--- src/rtl/cache_pmem_arbiter_pkg.sv ---
// ============================================================================
// Module : rv32i_types (package)
// Brief  : Shared types for the I/D-cache physical-memory arbiter.
// Rev    : 1.0
// ============================================================================
`default_nettype none

package rv32i_types;

    typedef enum logic [1:0] {
        IDLE    = 2'd0,
        SERVE_I = 2'd1,
        SERVE_D = 2'd2,
        RELEASE = 2'd3
    } arb_state_t;

    typedef enum logic {
        ARB_I = 1'b0,
        ARB_D = 1'b1
    } arb_req_t;

    localparam int unsigned LINE_WIDTH_DEF = 256;
    localparam int unsigned ADDR_WIDTH_DEF = 32;

endpackage

`default_nettype wire

--- src/rtl/cache_pmem_arbiter_if.sv ---
// ============================================================================
// Module : cache_pmem_arbiter_if
// Brief  : Bundle of I-cache, D-cache and pmem line-port signals.
// Rev    : 1.0
// ============================================================================
`default_nettype none

interface cache_pmem_arbiter_if #(
    parameter int LINE_WIDTH = 256,
    parameter int ADDR_WIDTH = 32
);
    logic                  icache_pmem_read;
    logic [ADDR_WIDTH-1:0] icache_pmem_address;
    logic [LINE_WIDTH-1:0] icache_pmem_rdata;
    logic                  icache_pmem_resp;

    logic                  dcache_pmem_read;
    logic                  dcache_pmem_write;
    logic [ADDR_WIDTH-1:0] dcache_pmem_address;
    logic [LINE_WIDTH-1:0] dcache_pmem_wdata;
    logic [LINE_WIDTH-1:0] dcache_pmem_rdata;
    logic                  dcache_pmem_resp;

    logic                  pmem_read;
    logic                  pmem_write;
    logic [ADDR_WIDTH-1:0] pmem_address;
    logic [LINE_WIDTH-1:0] pmem_wdata;
    logic [LINE_WIDTH-1:0] pmem_rdata;
    logic                  pmem_resp;

    logic                  arb_busy;

    // Arbiter side
    modport slave (
        input  icache_pmem_read, icache_pmem_address,
        output icache_pmem_rdata, icache_pmem_resp,
        input  dcache_pmem_read, dcache_pmem_write, dcache_pmem_address, dcache_pmem_wdata,
        output dcache_pmem_rdata, dcache_pmem_resp,
        output pmem_read, pmem_write, pmem_address, pmem_wdata,
        input  pmem_rdata, pmem_resp,
        output arb_busy
    );

    // Caches plus adaptor side
    modport master (
        output icache_pmem_read, icache_pmem_address,
        input  icache_pmem_rdata, icache_pmem_resp,
        output dcache_pmem_read, dcache_pmem_write, dcache_pmem_address, dcache_pmem_wdata,
        input  dcache_pmem_rdata, dcache_pmem_resp,
        input  pmem_read, pmem_write, pmem_address, pmem_wdata,
        output pmem_rdata, pmem_resp,
        input  arb_busy
    );

endinterface

`default_nettype wire

--- src/rtl/cache_pmem_arbiter_priority_select.sv ---
// ============================================================================
// Module : arb_priority_select
// Brief  : Combinational winner pick between I and D requests.
//          ARB_RR_EN: a tie goes to the requester not granted last.
// Rev    : 1.0
// ============================================================================
`default_nettype none

module arb_priority_select
    import rv32i_types::*;
(
    input  wire logic     icache_req_i,
    input  wire logic     dcache_req_i,
    input  wire arb_req_t last_grant_i,
    output logic          any_req_o,
    output arb_req_t      winner_o
);

    always_comb begin
        any_req_o = icache_req_i | dcache_req_i;
        winner_o  = ARB_D;
        if (icache_req_i && !dcache_req_i) begin
            winner_o = ARB_I;
        end
`ifdef ARB_RR_EN
        else if (icache_req_i && dcache_req_i && (last_grant_i == ARB_D)) begin
            winner_o = ARB_I;
        end
`endif
    end

`ifndef ARB_RR_EN
    logic unused_last_grant;
    assign unused_last_grant = last_grant_i;
`endif

endmodule

`default_nettype wire

--- src/rtl/cache_pmem_arbiter.sv ---
// ============================================================================
// Module : cache_pmem_arbiter
// Brief  : Shares the pmem line port between I-cache and D-cache misses.
//          Optional macro ARB_RR_EN enables round-robin tie breaking.
// Rev    : 1.0
// ============================================================================
`default_nettype none

module cache_pmem_arbiter
    import rv32i_types::*;
#(
    parameter int LINE_WIDTH = 256,
    parameter int ADDR_WIDTH = 32
) (
    input  wire logic             clk,
    input  wire logic             reset,
    cache_pmem_arbiter_if.slave   bus
);

    arb_state_t state_q;
    arb_req_t   winner;
    arb_req_t   last_grant;
    logic       any_req;
    logic       dcache_req;

    assign dcache_req = bus.dcache_pmem_read | bus.dcache_pmem_write;

    arb_priority_select u_select (
        .icache_req_i (bus.icache_pmem_read),
        .dcache_req_i (dcache_req),
        .last_grant_i (last_grant),
        .any_req_o    (any_req),
        .winner_o     (winner)
    );

`ifdef ARB_RR_EN
    arb_req_t last_grant_q;
    assign last_grant = last_grant_q;
`else
    assign last_grant = ARB_I;
`endif

    always_ff @(posedge clk or negedge reset) begin
        if (!reset) begin
            state_q <= IDLE;
`ifdef ARB_RR_EN
            last_grant_q <= ARB_I;
`endif
        end else begin
            case (state_q)
                IDLE: begin
                    if (any_req) begin
                        state_q <= (winner == ARB_D) ? SERVE_D : SERVE_I;
`ifdef ARB_RR_EN
                        last_grant_q <= winner;
`endif
                    end
                end
                // Grant is held until the adaptor completes, even if the request drops
                SERVE_I, SERVE_D: begin
                    if (bus.pmem_resp) begin
                        state_q <= RELEASE;
                    end
                end
                default: state_q <= IDLE;
            endcase
        end
    end

    // State-derived outputs, so an asynchronous reset clears them immediately
    always_comb begin
        bus.pmem_read         = 1'b0;
        bus.pmem_write        = 1'b0;
        bus.pmem_address      = {ADDR_WIDTH{1'b0}};
        bus.pmem_wdata        = {LINE_WIDTH{1'b0}};
        bus.icache_pmem_resp  = 1'b0;
        bus.icache_pmem_rdata = {LINE_WIDTH{1'b0}};
        bus.dcache_pmem_resp  = 1'b0;
        bus.dcache_pmem_rdata = {LINE_WIDTH{1'b0}};
        case (state_q)
            SERVE_I: begin
                bus.pmem_read        = bus.icache_pmem_read;
                bus.pmem_address     = bus.icache_pmem_address;
                bus.icache_pmem_resp = bus.pmem_resp;
                if (bus.pmem_resp) begin
                    bus.icache_pmem_rdata = bus.pmem_rdata;
                end
            end
            SERVE_D: begin
                // Read+write together is illegal; the write takes precedence
                bus.pmem_write       = bus.dcache_pmem_write;
                bus.pmem_read        = bus.dcache_pmem_read & ~bus.dcache_pmem_write;
                bus.pmem_address     = bus.dcache_pmem_address;
                bus.pmem_wdata       = bus.dcache_pmem_wdata;
                bus.dcache_pmem_resp = bus.pmem_resp;
                if (bus.pmem_resp) begin
                    bus.dcache_pmem_rdata = bus.pmem_rdata;
                end
            end
            default: ;
        endcase
    end

    assign bus.arb_busy = (state_q != IDLE);

`ifndef SYNTHESIS
    a_dcache_rw_exclusive: assert property (
        @(posedge clk) disable iff (!reset)
        !(bus.dcache_pmem_read && bus.dcache_pmem_write)
    ) else $error("dcache read and write asserted together");
`endif

endmodule

`default_nettype wire
--- src/flat_wrapper.sv ---
// flat-port wrapper written by rule: the top's interface ports become plain ports
module cache_pmem_arbiter_flat import rv32i_types::*;
#(
    parameter int LINE_WIDTH = 256,
    parameter int ADDR_WIDTH = 32
)
  (clk, reset, bus_icache_pmem_read, bus_icache_pmem_address, bus_icache_pmem_rdata, bus_icache_pmem_resp, bus_dcache_pmem_read, bus_dcache_pmem_write, bus_dcache_pmem_address, bus_dcache_pmem_wdata, bus_dcache_pmem_rdata, bus_dcache_pmem_resp, bus_pmem_read, bus_pmem_write, bus_pmem_address, bus_pmem_wdata, bus_pmem_rdata, bus_pmem_resp, bus_arb_busy);
  cache_pmem_arbiter_if #(.LINE_WIDTH(LINE_WIDTH), .ADDR_WIDTH(ADDR_WIDTH)) bus_i ();
  input  wire logic clk;
  input  wire logic reset;
  input wire logic [$bits(bus_i.icache_pmem_read)-1:0] bus_icache_pmem_read;
  input wire logic [$bits(bus_i.icache_pmem_address)-1:0] bus_icache_pmem_address;
  output wire logic [$bits(bus_i.icache_pmem_rdata)-1:0] bus_icache_pmem_rdata;
  output wire logic [$bits(bus_i.icache_pmem_resp)-1:0] bus_icache_pmem_resp;
  input wire logic [$bits(bus_i.dcache_pmem_read)-1:0] bus_dcache_pmem_read;
  input wire logic [$bits(bus_i.dcache_pmem_write)-1:0] bus_dcache_pmem_write;
  input wire logic [$bits(bus_i.dcache_pmem_address)-1:0] bus_dcache_pmem_address;
  input wire logic [$bits(bus_i.dcache_pmem_wdata)-1:0] bus_dcache_pmem_wdata;
  output wire logic [$bits(bus_i.dcache_pmem_rdata)-1:0] bus_dcache_pmem_rdata;
  output wire logic [$bits(bus_i.dcache_pmem_resp)-1:0] bus_dcache_pmem_resp;
  output wire logic [$bits(bus_i.pmem_read)-1:0] bus_pmem_read;
  output wire logic [$bits(bus_i.pmem_write)-1:0] bus_pmem_write;
  output wire logic [$bits(bus_i.pmem_address)-1:0] bus_pmem_address;
  output wire logic [$bits(bus_i.pmem_wdata)-1:0] bus_pmem_wdata;
  input wire logic [$bits(bus_i.pmem_rdata)-1:0] bus_pmem_rdata;
  input wire logic [$bits(bus_i.pmem_resp)-1:0] bus_pmem_resp;
  output wire logic [$bits(bus_i.arb_busy)-1:0] bus_arb_busy;
  assign bus_i.icache_pmem_read = bus_icache_pmem_read;
  assign bus_i.icache_pmem_address = bus_icache_pmem_address;
  assign bus_icache_pmem_rdata = bus_i.icache_pmem_rdata;
  assign bus_icache_pmem_resp = bus_i.icache_pmem_resp;
  assign bus_i.dcache_pmem_read = bus_dcache_pmem_read;
  assign bus_i.dcache_pmem_write = bus_dcache_pmem_write;
  assign bus_i.dcache_pmem_address = bus_dcache_pmem_address;
  assign bus_i.dcache_pmem_wdata = bus_dcache_pmem_wdata;
  assign bus_dcache_pmem_rdata = bus_i.dcache_pmem_rdata;
  assign bus_dcache_pmem_resp = bus_i.dcache_pmem_resp;
  assign bus_pmem_read = bus_i.pmem_read;
  assign bus_pmem_write = bus_i.pmem_write;
  assign bus_pmem_address = bus_i.pmem_address;
  assign bus_pmem_wdata = bus_i.pmem_wdata;
  assign bus_i.pmem_rdata = bus_pmem_rdata;
  assign bus_i.pmem_resp = bus_pmem_resp;
  assign bus_arb_busy = bus_i.arb_busy;
  cache_pmem_arbiter #(.LINE_WIDTH(LINE_WIDTH), .ADDR_WIDTH(ADDR_WIDTH)) u_core (.clk(clk), .reset(reset), .bus(bus_i));
endmodule
--- config.mk ---
export PLATFORM = sky130hd
export DESIGN_NAME = cache_pmem_arbiter_flat
export DESIGN_NICKNAME = d
export VERILOG_FILES = /design/src/rtl/cache_pmem_arbiter_pkg.sv /design/src/rtl/cache_pmem_arbiter_if.sv /design/src/rtl/cache_pmem_arbiter_priority_select.sv /design/src/rtl/cache_pmem_arbiter.sv /design/src/flat_wrapper.sv
export SDC_FILE = /design/constraint.sdc
export NUM_CORES = 1
export LEC_CHECK = 0
export CORE_AREA = 2 2 534 536
export CTS_BUF_LIST = sky130_fd_sc_hd__clkbuf_4 sky130_fd_sc_hd__clkbuf_8 sky130_fd_sc_hd__clkbuf_16
export DETAILED_ROUTE_END_ITERATION = 16
export DIE_AREA = 0 0 536 538
export PLACE_DENSITY = 0.3
export SLEW_MARGIN = 20
export SYNTH_ARGS = -nofsm -noshare
export SYNTH_HDL_FRONTEND = slang
export SYNTH_SLANG_ARGS = --single-unit
--- constraint.sdc ---
create_clock -name clk -period 3.7 [get_ports clk]
set_input_delay 0.555 -clock clk [delete_from_list [all_inputs] [get_ports clk]]
set_output_delay 0.555 -clock clk [all_outputs]
set_load 0.05 [all_outputs]
# Word level (Yosys, flattened, before mapping)
# Cells that the tools add are included.
word_totals:
  register_bits: 2
  input_bits: 582
  output_inout_bits: 805
classes:
  bitwise: 4
  n_eq_ne: 4
  reduce_logical: 6
  muxes: 13
op_table:
  columns: ["cell", "count"]
  rows:
  - ["256-bit two-way mux", 4]
  - ["32-bit one-hot mux with 2 select lines", 1]
  - ["2-bit two-way mux", 3]
  - ["2-bit one-hot mux with 2 select lines", 1]
  - ["1-bit two-way mux", 3]
  - ["2-bit by 1-bit equality test with 1-bit output, second input constant", 1]
  - ["2-bit equality test, second input constant", 1]
  - ["2-bit logical NOT", 1]
  - ["2-bit by 1-bit != test with 1-bit output, second input constant", 1]
  - ["2-bit != test, second input constant", 1]
  - ["1-bit OR", 2]
  - ["1-bit one-hot mux with 2 select lines", 1]
  - ["2-bit AND reduction", 1]
  - ["2-bit nonzero test", 1]
  - ["2-bit OR reduction", 1]
  - ["1-bit AND", 1]
  - ["1-bit logical AND", 1]
  - ["1-bit logical NOT", 1]
  - ["1-bit NOT", 1]

# Longest topological paths before layout
logic_depth:
  ltp_word: 6
  mapped_depth: 6

# Hierarchy
# A second synthesis with hierarchy kept.
hier_totals:
  hier_cells: 1014
  area_unflattened_um2: 6491.2
modules_own_cells:
  columns: ["mod", "cells_per_inst", "area_per_inst_um2", "instances"]
  rows:
  - ["cache_pmem_arbiter", 1012, 6478.7, 1]
  - ["arb_priority_select", 2, 12.5, 1]

# Least setup slack after synthesis
# Ideal clock, no wire load.
synth_timing:
  path_kind: "flip-flop to output port"
  from: "reg u_core.state_q[1]"
  to: "out bus_pmem_read"
  t_required_ns: 3.145
  t_arrival_ns: 1.956
  stages_incl_launch_ff: 7
  setup_slack_ns: 1.189
  path_buffers: 2
  path_cell_list: "dfrtp_1 > inv_1 > ha_1 > clkbuf_1 > clkbuf_1 > nand2_1 > a21oi_1"
synth_via:
  elab_chain_cells: 2
  elab_cells_between_ends: 3
  cone_classes: "eq/ne (2); mux (1)"
synth_rtl:
  columns: ["element", "line_no", "source"]
  rows:
  - ["start: declaration", "cache_pmem_arbiter.sv:20", "arb_state_t state_q;"]
  - ["start signal: assignment", "cache_pmem_arbiter.sv:53", "state_q <= (winner == ARB_D) ? SERVE_D : SERVE_I;"]
  - ["2-bit equality test or 2-bit by 1-bit equality test with 1-bit output (tied branches)", "cache_pmem_arbiter.sv:80", "case (state_q)"]
  - ["1-bit one-hot mux with 2 select lines *", "cache_pmem_arbiter.sv:80", null]
  - ["end: declaration", "flat_wrapper.sv:21", "output wire logic [$bits(bus_i.pmem_read)-1:0] bus_pmem_read;"]
# Mark *: on every way between the ends. The rest lies on a longest branch, timed or not.

# Worst setup path after layout
layout_timing:
  from: "reg u_core.state_q[0]"
  to: "out bus_dcache_pmem_rdata[242]"
layout_via:
  elab_chain_cells: 2
layout_rtl:
  columns: ["element", "line_no", "source"]
  rows:
  - ["2-bit equality test", "cache_pmem_arbiter.sv:80", null]
  - ["256-bit two-way mux", "cache_pmem_arbiter.sv:80", null]
  - ["end: declaration", "flat_wrapper.sv:19", "output wire logic [$bits(bus_i.dcache_pmem_rdata)-1:0] bus_dcache_pmem_rdata;"]
# No other way between the ends.

==> reports/qor.yml <==
logic_synthesis:
  synth_largest_area_cell: "and3_1"
  avgSynthCellArea_sq_um: 5.95
  syn_area_sq_um: 6010
  yosysUniqueCellTypes: 20
  synth-main-ff-cell: "dfrtp_1"
  async_flop_share: 1.00
  yosysSeqAreaShare: 0.00833
  synth_top_cell_area_share: 0.533
  synth_area_leaders: "and3_1, and2_1, clkbuf_1, a22oi_1, nor2_1"
  syn_nets: 1598
  synth_seq_cells: 2
  synth-edff-count: 0
  yosysMostFrequentCell: "and3_1"
  synth_commonest_cells: "and3_1, and2_1, clkbuf_1, a22oi_1, nor2_1"
  yosys_warnings: 0
  postSynthCellCount: 1010
timing:
  worst-slew-pin-transition_ns: 0.827
  fin_setup_tns_ns: 0
  final.setup_skew_ns: 0.00408
  final.period_utilization: 0.950
  fmax_mhz: 285
  whs_ns: 0.501
  finalCriticalPeriod_ns: 3.51
  rsz0062_at_grt: "no"
  setup_viol: 0
  maxSlewHeadroom: 0.449
  final_hold_viol_count: 0
  slew_viol_final: 0
detailed_routing:
  routed_wl_mm: 209
  antenna_left: 0
  vias: 14800
  routedWlPerCell_microns: 34.4
  firstDrtPassIters: 5
  drt_iter0_markers: 965
  drc_errors: 0
  avgViaCountPerCell: 2.43
grt:
  use_met1: 0.168
  antenna_found_initial: 183
  use_met2: 0.234
  grt_max_degree: 111
  grt_pass1_vias: 14600
  grt_util_all_layers: 0.136
  gr-total-overflow: 0
  grt_use_met3: 0.0439
  grt.busiest_layer: "met2"
  grt_first_pass_wirelength_mm: 239
pwr:
  vdd.ir_drop.worst_uv: 527
  p_leak_uw: 0.0112
  p_per_area_nw_per_um2: 694
clocking:
  ctsResizeCount: 0
  clkSinkCount: 2
  cts_tree: "yes"
  cts_root_buf: "clkbuf_16"
  clockBufferDepth: 2
  cts_max_level: 1
  cts_setup_buffers: 0
  cts_hold_buf: 0
  clk_latency_ns: 0.22
  cts.clk_slew.worst_paths_ns: 0.03
  cts_inserted_buffers: 3
floorplanning:
  dieHeight_microns: 538
  core_sq_um: 283000
  die_w_microns: 536
  fp.dieArea_sq_um: 288000
  initial_utilization: 0.0212
  rows: 196
  ios: 1387
layout:
  regMostFlops: "u_core.state_q"
  drive_gt1_frac: 0.310
  largest_register_ffs: 2
  final_net_count: 2872
  top_regs: "u_core.state_q: 2 flops"
  area_growth_pct: 330
placement:
  portBuffers: 1386
  dpl.hpwl_mm: 196
  gp_congestion: 1.04
worst_setup_path:
  critPathKind: "flop to output port"
  arrival_ns: 2.96
  worstSetupEndpointType: "output port"
  rrSetupSlack_ns: 1.63
  crit_fanout: 49
  startpoint_type: "flop"
  required_ns: 3.14
run_status:
  outcome: "finished clean"
flow_run:
  drv_cap: 0
worst_hold_path:
  hold_path.class: "input pin to async pin"
-- critical path, stage by stage (launching register included) --
cell and delay [ns]:
dfrtp_1 0.46, inv_1 0.25, ha_4 0.64, buf_12 0.29, and3_1 0.23, clkdlybuf4s50_1 0.83
-- per-layer routing --
| layer | vias to the layer above | wire (microns) |
|---|---|---|
| met5 | - | 453 |
| met4 | 66 | 3940 |
| met3 | 257 | 18800 |
| met2 | 1293 | 99400 |
| met1 | 7103 | 86500 |
| li1 | 6084 | - |
-- report_power, final --
group	switching, uW	internal, uW
Clock	23.9	137
Sequential	23.6	33.3
Combinational	12200	5530
Total	12200	5700
-- per-stage QoR --
stage / instances / setup slack, ns / power [uW] / util / instance area (sq um)
3_5_place_dp: 6041 / 0.298 / 18300 / 0.0907 / 25700
4_1_cts: 6044 / 0.0650 / 18500 / 0.0910 / 25800
6_report: 6083 / 0.186 / 17900 / 0.0913 / 25900
5_1_grt: 6063 / 0.0184 / 18600 / 0.0911 / 25800
2_1_floorplan: 1010 / 1.19 / 9020 / - / 6010
3_3_place_gp: 6041 / 0.215 / 18300 / 0.0907 / 25700
-- cell type report --
type | instances | area, sq um
fillers | 33100 | 257000
repair buffers | 1422 | 15500
multi-input cells | 851 | 5380
well taps | 3762 | 4710
diodes | 39 | 97.6
clock buffers | 3 | 75.1
flip-flops and latches | 2 | 50.0
inverters | 4 | 15.0
-- cells by family after synthesis --
kind of cell | share of synthesized area
AOI/OAI and AO/OA | 0.0464
adders and majority gates | 0.0125
buffers and inverters | 0.102
DFF | 0.00833
muxes | 0.00187
and+or+nand+nor | 0.828
-- cell usage in the layout (no fill, tap or decap) --
| cell type | instances |
|---|---|
| nor2_1 | 32 |
| ha_1 | 3 |
| ha_4 | 3 |
| a21oi_1 | 1 |
| nand3b_1 | 1 |
| clkdlybuf4s50_1 | 724 |
| inv_1 | 3 |
| o21ai_2 | 1 |
| dfrtp_1 | 2 |
| clkbuf_16 | 3 |
| and2_1 | 259 |
| a211oi_1 | 1 |
| o2bb2ai_1 | 1 |
| a32oi_1 | 1 |
| nand2_1 | 1 |
| and3_1 | 512 |
| mux2_1 | 1 |
| a22oi_1 | 32 |
| buf_4 | 454 |
| or4b_4 | 1 |
| inv_2 | 1 |
| buf_8 | 1 |
| diode_2 | 39 |
| nor4b_1 | 1 |
| buf_12 | 243 |
-- path summary, 6_finish.rpt --
path                                    from                          to  depth (start not counted)
max                        u_core.state_q[0]  bus_dcache_pmem_rdata[242]                          5
min                                    reset           u_core.state_q[0]                          1
max reg2reg                u_core.state_q[0]           u_core.state_q[1]                          5
min reg2reg                u_core.state_q[0]           u_core.state_q[0]                          1
max in group asynchronous              reset           u_core.state_q[1]                          1
min in group clk           u_core.state_q[0]           u_core.state_q[0]                          1
(Power assumes the default switching activity.)
